[src/rtl/ex_fwd_alu.sv]
// Execute stage with operand forwarding, load-use interlock and optional
// iterative multiplier.
// Build option: define EX_MUL_EN to enable the MUL opcode (32-cycle shift-add).
module ex_fwd_alu (
  input  logic        clk,
  input  logic        rst,
  input  logic [31:0] imm_in,
  input  logic [31:0] val_rs_in,
  input  logic [31:0] val_rt_in,
  input  logic [4:0]  rwd_in,
  input  logic [5:0]  opcode_in,
  input  logic [2:0]  rs_fwd,
  input  logic [2:0]  rt_fwd,
  input  logic [31:0] alu_out_from_mem,
  input  logic [31:0] mem_data_from_mem,
  output logic [31:0] alu_res_out,
  output logic [31:0] val_rt_out,
  output logic [4:0]  rwd_out,
  output logic [5:0]  opcode_out,
  output logic        stall_out
);

  localparam logic [5:0] OP_ADD    = 6'h01;
  localparam logic [5:0] OP_SUB    = 6'h02;
  localparam logic [5:0] OP_AND    = 6'h03;
  localparam logic [5:0] OP_OR     = 6'h04;
  localparam logic [5:0] OP_SLT    = 6'h05;
  localparam logic [5:0] OP_LDW    = 6'h06;
  localparam logic [5:0] OP_SDW    = 6'h07;
  localparam logic [5:0] OP_BEQ    = 6'h08;
  localparam logic [5:0] OP_JUMP   = 6'h09;
  localparam logic [5:0] OP_BUBBLE = 6'h3F;
`ifdef EX_MUL_EN
  localparam logic [5:0] OP_MUL    = 6'h0A;

  typedef enum logic [1:0] {RUN, REPLAY, MUL_BUSY} state_t;
`else
  typedef enum logic [1:0] {RUN, REPLAY} state_t;
`endif

  state_t      state, state_nxt;
  logic [2:0]  rs_code, rt_code;
  logic [31:0] rs_sel, rt_sel, result;
  logic        load_use, mul_accept;

`ifdef EX_MUL_EN
  logic [31:0] mul_a, mul_b, mul_acc, mul_sum;
  logic [5:0]  mul_cnt;
  logic [4:0]  mul_rwd;
  logic        mul_done;
`endif

  // Operand forwarding; in replay the producing load has moved on, so code 1 means code 2
  always_comb begin
    rs_code = rs_fwd;
    rt_code = rt_fwd;
    if (state == REPLAY && rs_fwd == 3'd1) rs_code = 3'd2;
    if (state == REPLAY && rt_fwd == 3'd1) rt_code = 3'd2;
    case (rs_code)
      3'd1:    rs_sel = alu_out_from_mem;
      3'd2:    rs_sel = mem_data_from_mem;
      default: rs_sel = val_rs_in;
    endcase
    case (rt_code)
      3'd1:    rt_sel = alu_out_from_mem;
      3'd2:    rt_sel = mem_data_from_mem;
      default: rt_sel = val_rt_in;
    endcase
  end

  // Single-cycle ALU result
  always_comb begin
    result = '0;
    case (opcode_in)
      OP_ADD:         result = rs_sel + rt_sel;
      OP_SUB:         result = rs_sel - rt_sel;
      OP_AND:         result = rs_sel & rt_sel;
      OP_OR:          result = rs_sel | rt_sel;
      OP_SLT:         result = {31'd0, $signed(rs_sel) < $signed(rt_sel)};
      OP_LDW, OP_SDW: result = rs_sel + imm_in;
      OP_BEQ:         result = {31'd0, rs_sel == rt_sel};
      OP_JUMP:        result = imm_in;
      default:        result = '0;
    endcase
  end

  // Next-state, interlock and stall decode
  always_comb begin
    state_nxt  = state;
    load_use   = (state == RUN) && (opcode_out == OP_LDW) && (rwd_out != '0) &&
                 (rs_fwd == 3'd1 || rt_fwd == 3'd1);
    mul_accept = 1'b0;
    stall_out  = load_use;
`ifdef EX_MUL_EN
    mul_done   = (state == MUL_BUSY) && (mul_cnt == 6'd1);
    mul_accept = (opcode_in == OP_MUL) &&
                 ((state == RUN && !load_use) || state == REPLAY);
    if (state == MUL_BUSY) stall_out = 1'b1;
`endif
    case (state)
      RUN: begin
        if (load_use)        state_nxt = REPLAY;
        else if (mul_accept) state_nxt = state_t'(2);
      end
      REPLAY: state_nxt = mul_accept ? state_t'(2) : RUN;
      default: begin
`ifdef EX_MUL_EN
        if (mul_done) state_nxt = RUN;
`else
        state_nxt = RUN;
`endif
      end
    endcase
  end

  // State register
  always_ff @(posedge clk) begin
    if (rst) state <= RUN;
    else     state <= state_nxt;
  end

`ifdef EX_MUL_EN
  assign mul_sum = mul_acc + (mul_b[0] ? mul_a : '0);

  // Shift-add multiplier, one multiplier bit per edge
  always_ff @(posedge clk) begin
    if (rst) begin
      mul_a   <= '0;
      mul_b   <= '0;
      mul_acc <= '0;
      mul_cnt <= '0;
      mul_rwd <= '0;
    end else if (mul_accept) begin
      mul_a   <= rs_sel;
      mul_b   <= rt_sel;
      mul_acc <= '0;
      mul_cnt <= 6'd32;
      mul_rwd <= rwd_in;
    end else if (state == MUL_BUSY) begin
      mul_acc <= mul_sum;
      mul_a   <= mul_a << 1;
      mul_b   <= mul_b >> 1;
      mul_cnt <= mul_cnt - 6'd1;
    end
  end
`endif

  // Output pipeline register; the product retires on the edge that ends the
  // last busy cycle, every other stalled edge issues a bubble
  always_ff @(posedge clk) begin
    if (rst || load_use || mul_accept) begin
      alu_res_out <= '0;
      val_rt_out  <= '0;
      rwd_out     <= '0;
      opcode_out  <= OP_BUBBLE;
`ifdef EX_MUL_EN
    end else if (state == MUL_BUSY) begin
      alu_res_out <= mul_done ? mul_sum : '0;
      val_rt_out  <= '0;
      rwd_out     <= mul_done ? mul_rwd : '0;
      opcode_out  <= mul_done ? OP_MUL : OP_BUBBLE;
`endif
    end else begin
      alu_res_out <= result;
      val_rt_out  <= rt_sel;
      rwd_out     <= rwd_in;
      opcode_out  <= opcode_in;
    end
  end

endmodule

[config.mk]
export PLATFORM = sky130hd
export DESIGN_NAME = ex_fwd_alu
export DESIGN_NICKNAME = d
export VERILOG_FILES = /design/src/rtl/ex_fwd_alu.sv
export SDC_FILE = /design/constraint.sdc
export NUM_CORES = 1
export LEC_CHECK = 0
export CAP_MARGIN = 20
export CELL_PAD_IN_SITES_DETAIL_PLACEMENT = 1
export CELL_PAD_IN_SITES_GLOBAL_PLACEMENT = 2
export CORE_ASPECT_RATIO = 0.7
export CORE_MARGIN = 4
export CORE_UTILIZATION = 29
export CTS_CLUSTER_DIAMETER = 40
export CTS_CLUSTER_SIZE = 14
export DETAILED_ROUTE_END_ITERATION = 16
export PLACE_DENSITY = 0.95
export SYNTH_ARGS = -nofsm -noshare
export SYNTH_HDL_FRONTEND = slang
export SYNTH_SLANG_ARGS = --single-unit
[constraint.sdc]
create_clock -name clk -period 8.7 [get_ports clk]
set_input_delay 1.74 -clock clk [delete_from_list [all_inputs] [get_ports clk]]
set_output_delay 1.74 -clock clk [all_outputs]
set_load 0.01 [all_outputs]
Word-level counts from Yosys, hierarchy flattened:

Index checks and enable logic that the tools add are counted.

* $add $sub $neg: 3
* multiply operators: 0
* divide/modulo/power cells: 0
* magnitude comparators: 1
* equal/unequal tests: 17
* shift-type cells: 0
* muxes and demuxes: 5
* bitwise logic cells: 3
* reduce and logical (&&, ||, !) cells: 11

Operators by type and width (number)
* $pmux W32 S8: 1
* $pmux W32 S2: 2
* $add A32 B32 Y32: 2
* $and A32 B32 Y32: 1
* $eq A32 B32 Y1: 1
* $lt A32 B32 Y1: 1
* $or A32 B32 Y32: 1
* $sub A32 B32 Y32: 1
* $eq A6 B3 Y1 const B: 5
* $eq A3 B1 Y1 const B: 4
* $eq A6 B2 Y1 const B: 2
* $eq A6 B4 Y1 const B: 2
* $eq A3 B2 Y1 const B: 2
* $eq A6 B1 Y1 const B: 1
* $mux W3: 2
* $logic_and A1 B1 Y1: 5
* $reduce_bool A5 Y1: 1
* $reduce_or A2 Y1: 2
* $logic_not A2 Y1: 1
* $logic_or A1 B1 Y1: 2
* $not A1 Y1: 1

* register bits after elaboration: 76
* latch bits: 0
* RAM bits: 0
* memory bits (read-only): 0
* input port bits: 179
* output and inout port bits: 76
* logic and storage cells: 45
* memories kept: 0

Longest topological paths before layout:

Gate-level depths: netlist (run 1).

* depth after elaboration: 7
* depth in mapped cells: 18
* depth with buffers taken out: 16

Least setup slack after synthesis (run 1):

OpenSTA, ideal clock, no wires.

* path kind: input -> register
* start point: in rt_fwd[0]
* end point: reg alu_res_out[30]
* setup time: 0.132 ns
* arrival time: 5.625 ns
* data required time: 8.568 ns
* setup slack: 2.943 ns
* cell stages on the path: 18
* path through: nand2b_1 a21o_1 clkbuf_1 clkbuf_1 a222oi_1 a21oi_1 ha_1 fa_1 a21o_1 a221oi_2 a311oi_1 o31a_1 and3_1 o41ai_2 o21ai_0 xor2_1 nand2_1 a21oi_1

* longest elaborated chain between the ends: 7

Ends and longest elaborated chain
* start, declared: RTL line 13 `input logic [2:0] rt_fwd,`
* $eq A3 B1 Y1: RTL line 58, 91
* $logic_and A1 B1 Y1: RTL line 58 `if (state == REPLAY && rt_fwd == 3'd1) rt_code = 3'd2;`
* $mux W3: RTL line 58
* $eq A3 B2 Y1 or $eq A3 B1 Y1 (tied branches): RTL line 64 `case (rt_code)`
* $pmux W32 S2: RTL line 64
* $sub A32 B32 Y32 (tied with other cells): RTL line 76 `OP_SUB: result = rs_sel - rt_sel;`
* $pmux W32 S8: RTL line 74 `case (opcode_in)`
* end signal, assigned: RTL line 164 `alu_res_out <= result;`
* end, declared: RTL line 16 `output logic [31:0] alu_res_out,`

Parallel ways exist; a longest one is shown, timed or not.
A chain may end at the register's enable or synchronous reset.

Worst setup path after layout (run 1):

* start point: in rs_fwd[0]
* end point: reg alu_res_out[30]

* longest elaborated chain between the ends: 7

Ends and longest elaborated chain
* start, declared: RTL line 12 `input logic [2:0] rs_fwd,`
* $eq A3 B1 Y1: RTL line 57, 91
* $logic_and A1 B1 Y1: RTL line 57 `if (state == REPLAY && rs_fwd == 3'd1) rs_code = 3'd2;`
* $mux W3: RTL line 57
* $eq A3 B2 Y1 or $eq A3 B1 Y1 (tied branches): RTL line 59 `case (rs_code)`
* $pmux W32 S2: RTL line 59
* $add A32 B32 Y32 (tied with other cells): RTL line 80 `OP_LDW, OP_SDW: result = rs_sel + imm_in;`
* $pmux W32 S8: RTL line 74

Parallel ways exist; a longest one is shown, timed or not.

==> run_results.csv, run 1 <==
group,metric,value,unit
run_status,status,"finished clean",
route,wirelength,39900,microns
finish,fin_cells,1672,
clock_tree,postCtsHoldBufs,0,
setup_path,crit_type,"in2reg",
clock_tree,root_buffer,"clkbuf_16",
clock_tree,cts_buffer_depth,2,
power_and_ir_drop,irDropWorstVdd,0.0913,mV
route,remaining_drc_errors,0,
synth,synth_edf_count,0,
synth,synth_nets,1358,
placed_design,dp_hpwl,30800,microns
timing,final-hold-violation-count,0,
finish,fin_area,0.0115,sq mm
route,routedWlPerCell,23.9,microns
placed_design,routabilityCongestion,0.942,
placed_design,dpl_cell_area,0.0112,sq mm
route,final_antenna_net_count,0,
setup_path,cp_max_fo,17,
setup_path,cp_cell_sequence,"clkdlybuf4s50_1 -> nand2b_1 -> a21o_1 -> buf_4 -> a222oi_1 -> inv_1 -> ha_1 -> fa_1 -> a21o_1 -> a221oi_2 -> a311oi_1 -> o31a_1 -> and3_1 -> o41ai_2 -> o21ai_0 -> xor2_1 -> nand2_1 -> a21oi_1",
clock_tree,clock_latency,0.37,ns
timing,period_needed,6.96,ns
clock_tree,htreeDepth,3,
floorplan,dieArea,0.0311,sq mm
clock_tree,cts_tree,"yes",
setup_path,cpLargestDelayFamily,"compound AO/OA/AOI/OAI gates",
timing,period_share,80.0,%
job,drv_cap,0,
global_routing,grt_pass1_vias,9892,
timing,final_max_slew_viol_count,0,
global_routing,antenna_found_initial,1,
placed_design,dp_cells,1654,
finish,nNetsFinal,1594,
timing,tightest_slew,1.08,ns
route,viasPerCell,5.74,
power_and_ir_drop,leakage,4.83,nW
synth,yosys-top-cells-area,"dfxtp_1 19%, ha_1 18%, a222oi_1 7.3%",
route,drt_iter0_drc,1090,
setup_path,cpPeakStageDelay,0.51,ns
floorplan,start_util,29.5,%
synth,synth-async-reset-ratio,0,%
worst_hold_path,min_path_cells,1,
synth,ys_seq_area_share,18.6,%
global_routing,use_met2,37.7,%
setup_path,cp.required,9.00,ns
setup_path,critical_path_cell_count,18,
timing,final-setup-viol-count,0,
setup_path,cp-end-kind,"flip-flop",
global_routing,grt_start_max_net_pins,39,
setup_path,start_kind,"input port",
setup_path,crit_top_cell,"a21o_1",
clock_tree,numCtsBuffers,9,
synth,syn-cell-area,0.00820,sq mm
route,drt_pre_antenna_iters,8,
timing,slew_headroom,27.9,%
timing,finalClockSkew,0.00613,ns
global_routing,grt_pass1_wl,60000,microns
placed_design,portBuffers,254,
synth,synthDistinctLibCells,82,
global_routing,grt_usage,24.7,%
timing,fmaxAchievable,0.144,GHz
floorplan,row_count,51,
setup_path,critPathBufInv,3,
setup_path,cpMaxStageDelayCell,"clkdlybuf4s50_1",
synth,ys.flop_type,"dfxtp_1",
worst_hold_path,min_path_type,"reg2reg",
synth,yosys.area.top_type,"dfxtp_1",
global_routing,use_met3,5.21,%
synth,netlist_instances,1059,
clock_tree,cts.reportedPaths.clkPinSlew,0.07,ns
setup_path,cp.arrival,7.26,ns
floorplan,core_area,0.0278,sq mm
power_and_ir_drop,power.density,136,mW/mm^2
synth,yosysWarningCount,0,
setup_path,r2r_cells,16,
synth,synth_top_area_share,18.6,%
global_routing,grt_util_met1,36.5,%
synth,synth.avg_cell_area,7.74,sq um
clock_tree,cts_resized,0,
floorplan,fp.dieW,209,microns
clock_tree,postCtsSetupRepairBufs,0,
finish,area_delta_synth_final,40.6,%
timing,whs,0.658,ns
timing,rsz0062_at_grt,"false",
finish,final_layout_size_suffix_gt1_share,5.38,%
finish,postLayoutCoreUtil,41.4,%
global_routing,globalRoute.busiestLayer,"met2",
route,vias,9590,
floorplan,ios,255,
finish,fillers,3382,
synth,ys_seq_elements,76,
floorplan,die-height,149,microns
global_routing,grt-ovfl-total,0,
clock_tree,clock-sinks,76,
timing,tns,0,ns
-- path summary, 6_finish.rpt --
kind / from / endpoint / slack (ns)
worst min register to register: state[0] / state[0] / 0.66
worst max-delay path: rs_fwd[0] / alu_res_out[30] / 1.74
worst min-delay path: state[0] / state[0] / 0.66
worst max register to register: state[0] / alu_res_out[30] / 3.56
-- worst register-to-register path: stages, from the launching register on --
cell and delay, ns:
dfxtp_1 0.52, nor2_2 0.27, buf_4 0.32, a222oi_1 0.55, a21oi_1 0.13, ha_1 0.24
fa_1 0.47, a21o_1 0.22, a221oi_2 0.43, a311oi_1 0.23, o31a_1 0.40, and3_1 0.22
o41ai_2 0.47, o21ai_0 0.21, xor2_1 0.16, nand2_1 0.07, a21oi_1 0.15
-- final cells by class --
cell class                      count  area, sq um  area share, %
Sequential cell                    76         1520           13.2
Clock inverter                      7         81.3          0.705
Timing Repair Buffer              273         2710           23.5
Tap cell                          371          464           4.03
Multi-Input combinational cell    849         6210           53.8
Clock buffer                        9          225           1.95
Antenna cell                        1         2.50         0.0217
Inverter                           86          323           2.80
-- cells in the mapped netlist (all sizes together), types with 14 or more instances --
cell type,count
a21o,25
a21oi,108
a221oi,21
a222oi,60
a22oi,25
clkbuf,42
dfxtp,76
ha,118
inv,85
nand2,43
nand2b,14
nor2,150
nor3,18
o21ai,43
xnor2,30
xor2,21
-- sequential cells by signal, indices dropped and copies added, names as in the netlist --
| signal | cells |
|---|---|
| val_rt_out | 32 |
| rwd_out | 5 |
| alu_res_out | 32 |
| state | 1 |
| opcode_out | 6 |
-- report_power, final --
| part | internal (W) | switching, W | leakage, nW |
|---|---|---|---|
| Clock | 0.000228 | 0.000191 | 0.148 |
| Combinational | 0.000338 | 0.000448 | 4.05 |
| Sequential | 0.000362 | 0.00000477 | 0.624 |
| Total | 0.000928 | 0.000643 | 4.83 |
-- layer usage --
metal,share of wire [%],up-vias
met1,48,4692
met3,8.8,17
met4,0.78,0
li1,-,4418
met2,42,463
met5,0,-
-- cells in the final DEF (no fill, tap or decap), drive strengths merged, types with 14 or more instances in the layout --
cell type      instances
inv                   90
a222oi                60
o21ai                 43
dfxtp                 76
nor3                  18
ha                   118
a21o                  25
nor2                 150
nand2b                14
a21oi                108
xor2                  21
nand2                 43
xnor2                 30
clkdlybuf4s50        254
a221oi                21
a22oi                 25
buf                   19
-- stage by stage --
step	worst slack (ns)	total power (W)
after floorplan	2.94	0.000850
after global placement	1.63	0.00112
after detailed placement	1.44	0.00114
after CTS	1.81	0.00157
after global routing	1.39	0.00167
final	1.74	0.00157
-- cell families after synthesis --
group	after synthesis	share of synthesized area (%)
AND/OR/NAND/NOR	308	17.9
buffers and inverters	134	6.13
AO/OA/AOI/OAI	362	32.5
XOR/XNOR	51	5.45
multiplexers	6	0.763
flip-flops	76	18.6
adder cells (fa/ha/maj)	122	18.8
No activity file was read; power rests on OpenSTA's default activity.
==> run 2: changes to the inputs <==
- CORE_UTILIZATION: 29 -> 24
- PLACE_DENSITY: 0.95 -> 0.9
- clock period: 8.7 -> 5.8 ns (I/O delays scaled with it)
==> run_results.csv, run 2 (synthesis results as in run 1) <==
group,metric,value,unit
run_status,status,"finished clean",
clock_tree,cts_buffer_depth,2,
global_routing,antenna_found_initial,6,
power_and_ir_drop,intPower,0.00154,W
global_routing,grt_pass1_vias,10562,
timing,tightest_slew,0.978,ns
setup_path,cp_cell_sequence,"clkdlybuf4s50_1 -> nand2b_4 -> a21o_1 -> a222oi_1 -> buf_4 -> a21oi_1 -> fa_1 -> a21o_1 -> a221oi_4 -> a311oi_2 -> o31a_1 -> and3_1 -> o41ai_2 -> buf_4 -> o21ai_0 -> xor2_1 -> nand2_1 -> a21oi_1",
timing,period_share,95.7,%
placed_design,dp_hpwl,35100,microns
floorplan,fp.dieW,229,microns
finish,nNetsFinal,1745,
global_routing,grt_usage,22.8,%
setup_path,cp-end-kind,"flip-flop",
setup_path,cp_max_fo,7,
floorplan,core_area,0.0336,sq mm
setup_path,cpMaxStageDelayCell,"a222oi_1",
floorplan,dieArea,0.0372,sq mm
route,wirelength,43800,microns
finish,postLayoutCoreUtil,38.2,%
power_and_ir_drop,leakage,5.61,nW
floorplan,start_util,24.4,%
clock_tree,cts_tree,"yes",
finish,fin_area,0.0128,sq mm
floorplan,die-height,163,microns
route,vias,10158,
finish,area_delta_synth_final,56.5,%
clock_tree,htreeDepth,3,
placed_design,dp_slack,-0.148,ns
global_routing,grt_pass1_wl,65500,microns
finish,final_cell_mix,"251 x clkdlybuf4s50_1, 165 x buf_4, 148 x nor2_1",
timing,final-hold-violation-count,0,
clock_tree,cts.reportedPaths.clkPinSlew,0.07,ns
timing,final-setup-viol-count,0,
floorplan,ios,255,
power_and_ir_drop,swShare,39.9,%
setup_path,start_kind,"input port",
setup_path,critPathBufInv,3,
worst_hold_path,min_path_type,"reg2reg",
route,drt_iter0_drc,1011,
clock_tree,root_buffer,"clkbuf_16",
power_and_ir_drop,irDropWorstVdd,0.141,mV
power_and_ir_drop,seqPwrFrac,21.5,%
timing,worst_slack,0.248,ns
power_and_ir_drop,clkPwrFrac,24.5,%
timing,slew_headroom,34.8,%
power_and_ir_drop,p_total,0.00256,W
route,routedWlPerCell,23.1,microns
setup_path,cpLargestDelayFamily,"compound AO/OA/AOI/OAI gates",
setup_path,cp.arrival,5.86,ns
route,final_antenna_net_count,0,
global_routing,grt_start_max_net_pins,44,
power_and_ir_drop,power.density,199,mW/mm^2
timing,period_needed,5.55,ns
timing,final_max_slew_viol_count,0,
timing,tns,0,ns
finish,final_layout_size_suffix_gt1_share,15.4,%
timing,finalClockSkew,0.00704,ns
route,viasPerCell,5.37,
placed_design,dpl_cell_area,0.0124,sq mm
floorplan,row_count,56,
clock_tree,clock-sinks,76,
placed_design,routabilityCongestion,0.894,
clock_tree,clock_latency,0.38,ns
route,drt_pre_antenna_iters,6,
placed_design,portBuffers,254,
setup_path,crit_type,"in2reg",
job,drv_cap,0,
global_routing,grt-ovfl-total,0,
clock_tree,numCtsBuffers,9,
finish,final_common_cell,"clkdlybuf4s50_1",
power_and_ir_drop,combPwrFrac,54.0,%
timing,fmaxAchievable,0.180,GHz
route,remaining_drc_errors,0,
setup_path,cpPeakStageDelay,0.53,ns
setup_path,cp.required,6.10,ns
power_and_ir_drop,power.switching,0.00102,W
finish,reg.largest.list,"alu_res_out: 32 flops, val_rt_out: 32 flops, opcode_out: 6 flops",
## run 2: cell count changes in the layout (fill, tap and decap cells not counted), sizes merged
cell,delta
buf,+151
diode,+5
clkdlybuf4s50,-3
dlymetal6s2s,+3
clkinv,+2
inv,-2
## run 2: path summary, 6_finish.rpt
check                               start               to  slack, ns  cells past startpoint
worst max register to register   state[0]  alu_res_out[30]       1.12                     18
worst max-delay path            rt_fwd[0]  alu_res_out[30]       0.25                     18
worst min register to register   state[0]         state[0]       0.67                      1
worst min-delay path             state[0]         state[0]       0.67                      1
## run 2: power by group through the flow
stage          clock, W  combinational [W]  sequential (W)
2_1_floorplan         0           0.000702        0.000573
3_3_place_gp          0            0.00132        0.000562
3_5_place_dp          0            0.00134        0.000563
4_1_cts        0.000644            0.00136        0.000551
5_1_grt        0.000667            0.00150        0.000553
6_report       0.000626            0.00138        0.000551
## run 2: through the flow
stage	std cells	hold WS (ns)
2_1_floorplan	1059	0.523
3_3_place_gp	1868	0.652
3_5_place_dp	1868	0.646
4_1_cts	1884	0.660
5_1_grt	1892	0.701
6_report	1892	0.667
## run 2: layout make-up
cell class,count,area (sq um)
diodes,6,15.0
clock buffers,9,225
clock inverters,7,83.8
fillers,4048,20700
inverters,86,323
multi-input cells,849,6240
flip-flops and latches,76,1520
well taps,435,544
repair buffers,424,3880
## run 2: worst reg2reg max path, cell delays in order (launching register included)
cell and delay [ns]:
dfxtp_1 0.53, nor4b_2 0.10, buf_4 0.19, a222oi_1 0.36, buf_4 0.19, inv_1 0.06
ha_1 0.26, fa_1 0.48, a21o_1 0.27, a221oi_4 0.34, a311oi_2 0.19, o31a_1 0.39
and3_1 0.24, o41ai_2 0.28, buf_4 0.18, o21ai_0 0.12, xor2_1 0.17, nand2_1 0.07
a21oi_1 0.19
## run 2: timing repair
item,4_1_cts,5_1_grt
hold buffers,0,0
endpoints found under the hold margin,0,0
setup buffers,0,2
setup endpoints to repair,0,6
resized for setup,0,8
## run 2: layer usage
| metal | vias to the layer above | share of wire [%] | track usage, % |
|---|---|---|---|
| met5 | - | 0 | 0 |
| met4 | 0 | 1.8 | 6.33 |
| met3 | 41 | 7.4 | 5.30 |
| met2 | 419 | 42 | 33.2 |
| met1 | 4964 | 49 | 33.6 |
| li1 | 4734 | - | - |
